--- config.mk ---
export PLATFORM = sky130hd
export DESIGN_NAME = serial_pattern_tx_flat
export DESIGN_NICKNAME = d
export VERILOG_FILES = /design/src/rtl/serial_pattern_tx_pkg.sv /design/src/rtl/serial_pattern_tx_if.sv /design/src/rtl/sp_down_counter.sv /design/src/rtl/serial_pattern_tx.sv /design/src/flat_wrapper.sv
export SDC_FILE = /design/constraint.sdc
export NUM_CORES = 1
export LEC_CHECK = 0
export CAP_MARGIN = 5
export CELL_PAD_IN_SITES_DETAIL_PLACEMENT = 0
export CELL_PAD_IN_SITES_GLOBAL_PLACEMENT = 1
export CORE_MARGIN = 2
export CORE_UTILIZATION = 39
export DETAILED_ROUTE_END_ITERATION = 8
export HOLD_SLACK_MARGIN = 0.12
export MAX_ROUTING_LAYER = met4
export PLACE_DENSITY_LB_ADDON = 0.15
export SLEW_MARGIN = 10
export SYNTH_ARGS = -nofsm -noshare
export SYNTH_HDL_FRONTEND = slang
export SYNTH_SLANG_ARGS = --single-unit
--- constraint.sdc ---
create_clock -name clk -period 2.2 [get_ports clk]
set_clock_uncertainty 0.1 [all_clocks]
set_input_delay 0.33 -clock clk [delete_from_list [all_inputs] [get_ports clk]]
set_output_delay 0.33 -clock clk [all_outputs]
set_load 0.02 [all_outputs]
--- src/rtl/serial_pattern_tx_pkg.sv ---
// rtl/serial_pattern_tx_pkg.sv - shared state encodings and default sizes for the pattern transmitter
package serial_pattern_tx_pkg;

  localparam int SP_WIDTH = 8;
  localparam int SP_LEN_W = 3;
  localparam int SP_REP_W = 4;

  typedef enum logic [1:0] {
    ST_IDLE  = 2'd0,
    ST_SHIFT = 2'd1,
    ST_GAP   = 2'd2,
    ST_DONE  = 2'd3
  } sp_state_e;

endpackage

--- src/rtl/serial_pattern_tx_if.sv ---
// rtl/serial_pattern_tx_if.sv - start handshake carrying one pattern job into the transmitter
interface serial_pattern_tx_if
  import serial_pattern_tx_pkg::*;
#(
  parameter int WIDTH = SP_WIDTH,
  parameter int LEN_W = SP_LEN_W,
  parameter int REP_W = SP_REP_W
) ();

  logic             start_valid;
  logic             start_ready;
  logic [WIDTH-1:0] pattern;
  logic [LEN_W-1:0] len_m1;
  logic [REP_W-1:0] reps;
  logic [REP_W-1:0] gap;

  modport master (
    output start_valid,
    output pattern,
    output len_m1,
    output reps,
    output gap,
    input  start_ready
  );

  modport slave (
    input  start_valid,
    input  pattern,
    input  len_m1,
    input  reps,
    input  gap,
    output start_ready
  );

endinterface

--- src/rtl/sp_down_counter.sv ---
// rtl/sp_down_counter.sv - loadable down-counter with zero flag; load wins over decrement
module sp_down_counter #(
  parameter int W = 4
) (
  input  logic         clk,
  input  logic         rst,
  input  logic         load,
  input  logic [W-1:0] load_val,
  input  logic         dec,
  output logic [W-1:0] count,
  output logic         zero
);

  always_ff @(posedge clk) begin
    if (rst) begin
      count <= '0;
    end else if (load) begin
      count <= load_val;
    end else if (dec && (count != '0)) begin
      // Saturate at zero so a stray decrement can never wrap the index.
      count <= count - W'(1);
    end
  end

  assign zero = (count == '0);

endmodule

--- src/rtl/serial_pattern_tx.sv ---
// rtl/serial_pattern_tx.sv - Moore serial transmitter: sends a captured pattern MSB-first with
// optional repeats separated by idle gap cycles.
module serial_pattern_tx
  import serial_pattern_tx_pkg::*;
#(
  parameter int WIDTH = SP_WIDTH,
  parameter int LEN_W = SP_LEN_W,
  parameter int REP_W = SP_REP_W
) (
  input  logic                clk,
  input  logic                rst,
  serial_pattern_tx_if.slave  start_if,
  input  logic                abort,
  output logic                tx_bit,
  output logic                tx_valid,
  output logic                busy,
  output logic                done
);

  sp_state_e        state;
  sp_state_e        state_n;
  logic [WIDTH-1:0] pat_q;
  logic [LEN_W-1:0] len_q;
  logic [REP_W-1:0] gap_q;
  logic             ready_q;

  logic             accept;
  logic             kill;
  logic             last_bit;
  logic             gap_exit;

  logic [LEN_W-1:0] idx;
  logic             idx_zero;
  logic             idx_load;
  logic             idx_dec;
  logic [LEN_W-1:0] idx_val;

  logic [REP_W-1:0] rep_cnt_unused;
  logic             rep_zero;
  logic             rep_dec;

  logic [REP_W-1:0] gap_cnt;
  logic             gap_zero;
  logic             gap_load;
  logic             gap_dec;

  assign start_if.start_ready = ready_q;

  always_comb begin
    accept   = (state == ST_IDLE) && start_if.start_valid;
    kill     = abort && (state != ST_IDLE);
    last_bit = (state == ST_SHIFT) && idx_zero;
    // gap_zero is a guard only; GAP is entered with a nonzero count.
    gap_exit = (state == ST_GAP) && ((gap_cnt == REP_W'(1)) || gap_zero);

    idx_load = !kill && (accept || (last_bit && !rep_zero && (gap_q == '0)) || gap_exit);
    idx_val  = accept ? start_if.len_m1 : len_q;
    idx_dec  = !kill && (state == ST_SHIFT) && !idx_zero;
    rep_dec  = !kill && last_bit && !rep_zero;
    gap_load = !kill && last_bit && !rep_zero && (gap_q != '0);
    gap_dec  = !kill && (state == ST_GAP);
  end

  sp_down_counter #(.W(LEN_W)) u_idx (
    .clk      (clk),
    .rst      (rst),
    .load     (idx_load),
    .load_val (idx_val),
    .dec      (idx_dec),
    .count    (idx),
    .zero     (idx_zero)
  );

  sp_down_counter #(.W(REP_W)) u_rep (
    .clk      (clk),
    .rst      (rst),
    .load     (accept),
    .load_val (start_if.reps),
    .dec      (rep_dec),
    .count    (rep_cnt_unused),
    .zero     (rep_zero)
  );

  sp_down_counter #(.W(REP_W)) u_gap (
    .clk      (clk),
    .rst      (rst),
    .load     (gap_load),
    .load_val (gap_q),
    .dec      (gap_dec),
    .count    (gap_cnt),
    .zero     (gap_zero)
  );

  always_comb begin
    state_n = state;
    if (kill) begin
      state_n = ST_IDLE;
    end else begin
      case (state)
        ST_IDLE:  if (accept) state_n = ST_SHIFT;
        ST_SHIFT: begin
          if (idx_zero) begin
            if (rep_zero)          state_n = ST_DONE;
            else if (gap_q == '0)  state_n = ST_SHIFT;
            else                   state_n = ST_GAP;
          end
        end
        ST_GAP:   if (gap_exit) state_n = ST_SHIFT;
        ST_DONE:  state_n = ST_IDLE;
        default:  state_n = ST_IDLE;
      endcase
    end
  end

  // Status outputs are registered from the next state so they line up with state.
  always_ff @(posedge clk) begin
    if (rst) begin
      state    <= ST_IDLE;
      pat_q    <= '0;
      len_q    <= '0;
      gap_q    <= '0;
      tx_valid <= 1'b0;
      busy     <= 1'b0;
      done     <= 1'b0;
      ready_q  <= 1'b1;
    end else begin
      state <= state_n;
      if (accept) begin
        pat_q <= start_if.pattern;
        len_q <= start_if.len_m1;
        gap_q <= start_if.gap;
      end
      tx_valid <= (state_n == ST_SHIFT);
      busy     <= (state_n != ST_IDLE);
      done     <= (state_n == ST_DONE);
      ready_q  <= (state_n == ST_IDLE);
    end
  end

  assign tx_bit = tx_valid & pat_q[idx];

endmodule
--- src/flat_wrapper.sv ---
// flat-port wrapper written by rule: the top's interface ports become plain ports
module serial_pattern_tx_flat import serial_pattern_tx_pkg::*;
#(
  parameter int WIDTH = SP_WIDTH,
  parameter int LEN_W = SP_LEN_W,
  parameter int REP_W = SP_REP_W
)
  (clk, rst, abort, tx_bit, tx_valid, busy, done, start_if_start_valid, start_if_pattern, start_if_len_m1, start_if_reps, start_if_gap, start_if_start_ready);
  serial_pattern_tx_if #(.WIDTH(WIDTH), .LEN_W(LEN_W), .REP_W(REP_W)) start_if_i ();
  input  logic clk;
  input  logic rst;
  input  logic abort;
  output logic tx_bit;
  output logic tx_valid;
  output logic busy;
  output logic done;
  input wire logic [$bits(start_if_i.start_valid)-1:0] start_if_start_valid;
  input wire logic [$bits(start_if_i.pattern)-1:0] start_if_pattern;
  input wire logic [$bits(start_if_i.len_m1)-1:0] start_if_len_m1;
  input wire logic [$bits(start_if_i.reps)-1:0] start_if_reps;
  input wire logic [$bits(start_if_i.gap)-1:0] start_if_gap;
  output wire logic [$bits(start_if_i.start_ready)-1:0] start_if_start_ready;
  assign start_if_i.start_valid = start_if_start_valid;
  assign start_if_i.pattern = start_if_pattern;
  assign start_if_i.len_m1 = start_if_len_m1;
  assign start_if_i.reps = start_if_reps;
  assign start_if_i.gap = start_if_gap;
  assign start_if_start_ready = start_if_i.start_ready;
  serial_pattern_tx #(.WIDTH(WIDTH), .LEN_W(LEN_W), .REP_W(REP_W)) u_core (.clk(clk), .rst(rst), .start_if(start_if_i), .abort(abort), .tx_bit(tx_bit), .tx_valid(tx_valid), .busy(busy), .done(done));
endmodule
== Word-level counts from Yosys, hierarchy flattened ==
Index checks and enable logic that the tools add are counted.

* Input port bits: 23
* Register bits: 32
* Logic and storage cells: 75

* Magnitude comparators: 1
* Add/sub/neg operators: 3
* Bitwise operators: 1
* Reduce and logical (&&, ||, !) cells: 37
* Equal/unequal tests: 6
* Mux-type cells: 16

{| class="wikitable"
|+ Operators with widths
! cell !! count
|-
| $logic_and A1 B1 Y1 || 16
|-
| $mux W4 || 4
|-
| $logic_not A4 Y1 || 3
|-
| $mux W2 || 6
|-
| $reduce_bool A4 Y1 || 3
|-
| $reduce_bool A2 Y1 || 5
|-
| $mux W3 || 3
|-
| $pmux W2 S4 || 1
|-
| $sub A4 B1 Y4 const B || 2
|-
| $eq A2 B2 Y1 const B || 3
|-
| $eq A2 B1 Y1 const B || 2
|-
| $eq A4 B1 Y1 const B || 1
|-
| $logic_not A2 Y1 || 2
|-
| $lt A3 B4 Y1 const B || 1
|-
| $bmux W1 S3 || 1
|-
| $logic_not A1 Y1 || 3
|-
| $logic_not A3 Y1 || 1
|-
| $logic_or A1 B1 Y1 || 3
|-
| $reduce_bool A3 Y1 || 1
|-
| $sub A3 B1 Y3 const B || 1
|-
| $and A1 B1 Y1 || 1
|-
| $mux W1 || 1
|}

== Logic depth before layout (Yosys ltp) ==
* Word-level depth: 8
* Mapped depth: 6

== Modules after synthesis ==
From an unflattened synthesis, not the netlist that was laid out.

* Cells, all modules: 180
* Area, all modules: 1,595.3 sq um

{| class="wikitable"
|+ Modules (own cells, without submodules)
! module !! area an instance (sq um) !! cells an instance !! instances
|-
| serial_pattern_tx || 887.1 || 101 || 1
|-
| sp_down_counter at u_core.u_gap ... || 262.8 || 29 || 2
|-
| sp_down_counter at u_core.u_idx || 182.7 || 21 || 1
|}

== Least setup slack after synthesis ==
No wires, ideal clock.

* Path type: register to register
* Start point: reg u_core.u_gap.count[0]
* End point: reg u_core.u_idx.count[0]
* Library setup time: 123 ps
* Path slack: 412 ps
* Buffers on the path: 0
* Arrival: 1,564 ps
* Stages on the path, launching flop included: 7
* Required time: 1,977 ps
* Path through: dfxtp_1 -> inv_1 -> ha_1 -> nor2_1 -> o41ai_2 -> o21ai_1 -> mux2_1

* Word-level cells in the longest chain between the ends: 6
* Elaborated cells on any way between the ends: 8

{| class="wikitable"
|+ Ends and longest elaborated chain
! what !! RTL line !! text
|-
| start: declaration || sp_down_counter.sv:10 || <nowiki>output logic [W-1:0] count,</nowiki>
|-
| start signal: assignment || sp_down_counter.sv:18 || <nowiki>count <= load_val;</nowiki>
|-
| start signal: assignment || sp_down_counter.sv:21 || <nowiki>count <= count - W'(1);</nowiki>
|-
| $eq A4 B1 Y1 / $logic_not A4 Y1 (equally long branches) || serial_pattern_tx.sv:54, sp_down_counter.sv:25 ||
|-
| $logic_or A1 B1 Y1 (*) || serial_pattern_tx.sv:54 || <nowiki>gap_exit = (state == ST_GAP) && ((gap_cnt == REP_W'(1)) || gap_zero);</nowiki>
|-
| $logic_and A1 B1 Y1 (*) || serial_pattern_tx.sv:54 ||
|-
| $logic_or A1 B1 Y1 (*) || serial_pattern_tx.sv:56 || <nowiki>idx_load = !kill && (accept || (last_bit && !rep_zero && (gap_q == '0)) || gap_exit);</nowiki>
|-
| $logic_and A1 B1 Y1 (*) || serial_pattern_tx.sv:56 ||
|-
| $mux W3 / $reduce_bool A2 Y1 (equally long branches) || -- ||
|-
| end signal: assignment || sp_down_counter.sv:18 ||
|-
| end signal: assignment || sp_down_counter.sv:21 ||
|-
| end: declaration || sp_down_counter.sv:10 ||
|}

Mark *: on every way between the ends. The rest lies on a longest branch, timed or not.
A chain may end at the register's enable or synchronous reset.

== Final worst setup path ==
* Start point: reg u_core.u_idx.count[0]
* End point: out tx_bit

* Word-level cells in the longest chain between the ends: 3

{| class="wikitable"
|+ Ends and longest elaborated chain
! what !! RTL line !! text
|-
| $bmux W1 S3 || serial_pattern_tx.sv:140 || <nowiki>assign tx_bit = tx_valid & pat_q[idx];</nowiki>
|-
| $mux W1 (implied by the code) || serial_pattern_tx.sv:140 ||
|-
| $and A1 B1 Y1 || serial_pattern_tx.sv:140 ||
|-
| end: declaration || flat_wrapper.sv:13 || <nowiki>output logic tx_bit;</nowiki>
|}

Every way passes these cells. The select of a mux whose other input is x is not followed.

==> flow_summary.ini <==
[power_and_ir_drop]
power_switching_uw = 439.7
swShare_pct = 30.17
p_comb_share_pct = 23.6
cellLeakagePower_uw = 0.0007680
vdd_drop_max_v = 0.0003512
pwr-share-clk_pct = 30.3
seqPwrFrac_pct = 46.1
power_density_mw_per_mm2 = 696.7
p_int_uw = 1018

[place]
gp_congestion = 0.8030
hpwlAfterDp_mm = 2.747
placed_area_mm2 = 0.002002
port_buffers = 27

[worst_setup_path]
critPathLaunchType = register
r2r-end = u_core.u_idx.count[0]
r2r-start = u_core.u_gap.count[0]
cp_data_required_time_ns = 1.77
arrival_ns = 1.57
r2r_slack_ns = 0.28
endpoint_kind = primary output
worstRegToRegCells = 6
crit_type = reg2out
cp_max_fo = 5

[floorplanning]
fp.dieH_um = 69.35
start_util_pct = 41.04
die_w_um = 69.35
core_mm2 = 0.004058
core.rowCount = 23
dieArea_mm2 = 0.004809
io_pins = 28

[worst_hold_path]
whs_path_depth = 2
min_to = u_core.pat_q[1]
holdCritPathClass = reg2reg
hp-start = u_core.pat_q[1]

[cells_and_area]
antenna_cells = 0
final_core_util_pct = 51.56
multiInputGateArea_um2 = 934.6
layout.nets = 246
post-route-cell-area_mm2 = 0.002092
drive_gt1_share_pct = 15.14
nFillCells = 396
mostFrequentLayoutCells = dfxtp_1 (31), nand2_1 (30), clkdlybuf4s50_1 (26)
syn2layout_area_growth_pct = 25.62
layout_commonest_cell = dfxtp_1
register_area_um2 = 644.4

[cts]
clockRootBuffer = clkbuf_8
path_clk_slew_ns = 0.07
cts_tree = yes
cts_buffers = 5
ctsHoldBuffers = 0
h-tree-depth = 2
clock_path_buffers = 2
clock_latency_ns = 0.29
cts.sinks = 32

[timing]
setup_violations = 0
finalMaxSlewViolations = 0
rsz0062_at_grt = no
final_hold_viol_count = 0
period_share_pct = 90.89
period_minus_slack_ns = 2.000
fmax_mhz = 500.1
fin_tns_setup_ns = 0
max-slew-margin-rel_pct = 69.79
max_slew.worst_pin.slew_ns = 0.4494

[synthesis]
synth_edf_count = 0
ys_ff_latch = 32
async_flop_share_pct = 0
synth_ff_type = dfxtp_1
syn_area_mm2 = 0.001665
synthCells = 185
avgSynthCellArea_um2 = 9.002
synth.distinct_cells = 53
yosys_warnings = 0
syn_nets = 214
ys_seq_area_share_pct = 38.47

[drt]
wirelength_mm = 3.597
vias = 1412
drc = 0
avgRoutedWirePerCell_um = 13.42
final_antenna_net_count = 0
viasPerCell = 5.269
drt_iter0_markers = 62
dr.pass1.iters = 4

[global_route]
grt_max_degree = 17
grt_pass1_wl_mm = 6.396
grt_pass1_vias = 1416
grt_overflow = 0
grt_usage_pct = 16.85
antenna_found_initial = 0

[status]
status = completed

[job]
drv_cap = 0
==> flip-flops by register name, indices dropped and copies added, names as in the netlist <==
| register | flops |
|---|---|
| u_core.state | 2 |
| u_core.u_idx.count | 3 |
| u_core.len_q | 3 |
| u_core.u_rep.count | 4 |
| u_core.tx_valid | 1 |
| u_core.done | 1 |
| u_core.u_gap.count | 4 |
| u_core.gap_q | 4 |
| u_core.busy | 1 |
| u_core.start_if.start_ready | 1 |
| u_core.pat_q | 8 |
==> critical path, stage by stage, from the launching register on <==
cell and delay, ns:
dfxtp_4 0.38, mux4_2 0.50, mux2i_2 0.18, nor2b_1 0.07, clkbuf_2 0.15
==> power by group through the flow <==
stage | logic (uW) | clock network [uW] | registers [uW]
floorplan | 227 | 0 | 679
finish | 344 | 441 | 672
global route | 383 | 487 | 680
detailed placement | 343 | 0 | 684
CTS | 346 | 456 | 672
global placement | 337 | 0 | 683
==> through the flow <==
step                      total power [uW]  instances  hold slack [ns]  setup WS [ns]
after floorplan                      906.5        185           0.3331         0.4123
after global placement                1020        260           0.3475        0.05216
after detailed placement              1027        260           0.3557       0.005186
after CTS                             1474        268           0.3654        0.01479
after global routing                  1549        268           0.3819        0.09882
final                                 1457        268           0.3601         0.2004
==> routing by layer <==
metal | GRT usage, % | part of all wire (%)
met1 | 21.73 | 50
met2 | 25.11 | 44
met3 | 4.506 | 4.8
met4 | 6.754 | 1.7
met5 | - | 0
==> logic make-up after synthesis <==
kind of cell / count (synthesis) / share of synthesized area (%)
flops: 32 / 38.47
simple gates: 72 / 24.19
xor+xnor: 4 / 2.104
compound gates: 44 / 19.91
fa+ha+maj: 6 / 4.508
mux: 6 / 5.184
buf+inv: 21 / 5.634
==> final cells by class <==
class,instances,area share [%]
Clock buffer,5,3.289
Clock inverter,3,0.8971
Inverter,12,2.153
Multi-Input combinational cell,132,44.68
Sequential cell,32,30.80
Tap cell,50,2.990
Timing Repair Buffer,34,15.19
==> repair_timing <==
item / in CTS / in global routing
setup endpoints to repair: 1 / 1
setup buffers: 0 / 0
resized for setup: 4 / 2
==> worst max path at each step <==
| stage | from | end | slack [ns] |
|---|---|---|---|
| floorplan | u_core.u_gap.count[0] | u_core.u_idx.count[0] | 0.41 |
| global placement | u_core.u_idx.count[0] | tx_bit | 0.05 |
| detailed placement | u_core.u_idx.count[0] | tx_bit | 0.005 |
| CTS | u_core.u_idx.count[0] | tx_bit | 0.01 |
| global route | u_core.u_idx.count[0] | tx_bit | 0.1 |
| finish | u_core.u_idx.count[0] | tx_bit | 0.20 |
==> synthesized netlist by cell type, types with 2 or more instances <==
library cell	count	area [um2]
nand2_1	30	112.6
xnor2_1	2	17.52
nand3_1	2	10.01
nor2b_1	5	31.28
o211ai_1	2	15.01
nand2b_1	3	18.77
ha_1	6	75.07
a21oi_1	15	75.07
nand4_1	3	18.77
o31ai_1	2	15.01
a31oi_1	3	18.77
o21ai_0	3	15.01
nor3_2	2	20.02
nor3_1	3	15.01
clkbuf_1	3	11.26
or3b_1	2	17.52
dfxtp_1	32	640.6
nor3b_2	2	25.02
buf_2	3	15.01
inv_1	12	45.04
mux4_2	2	45.04
mux2i_1	3	30.03
a211oi_1	5	37.54
xor2_1	2	17.52
nor2_1	10	37.54
Note: power is estimated with default switching activity, not from simulation.
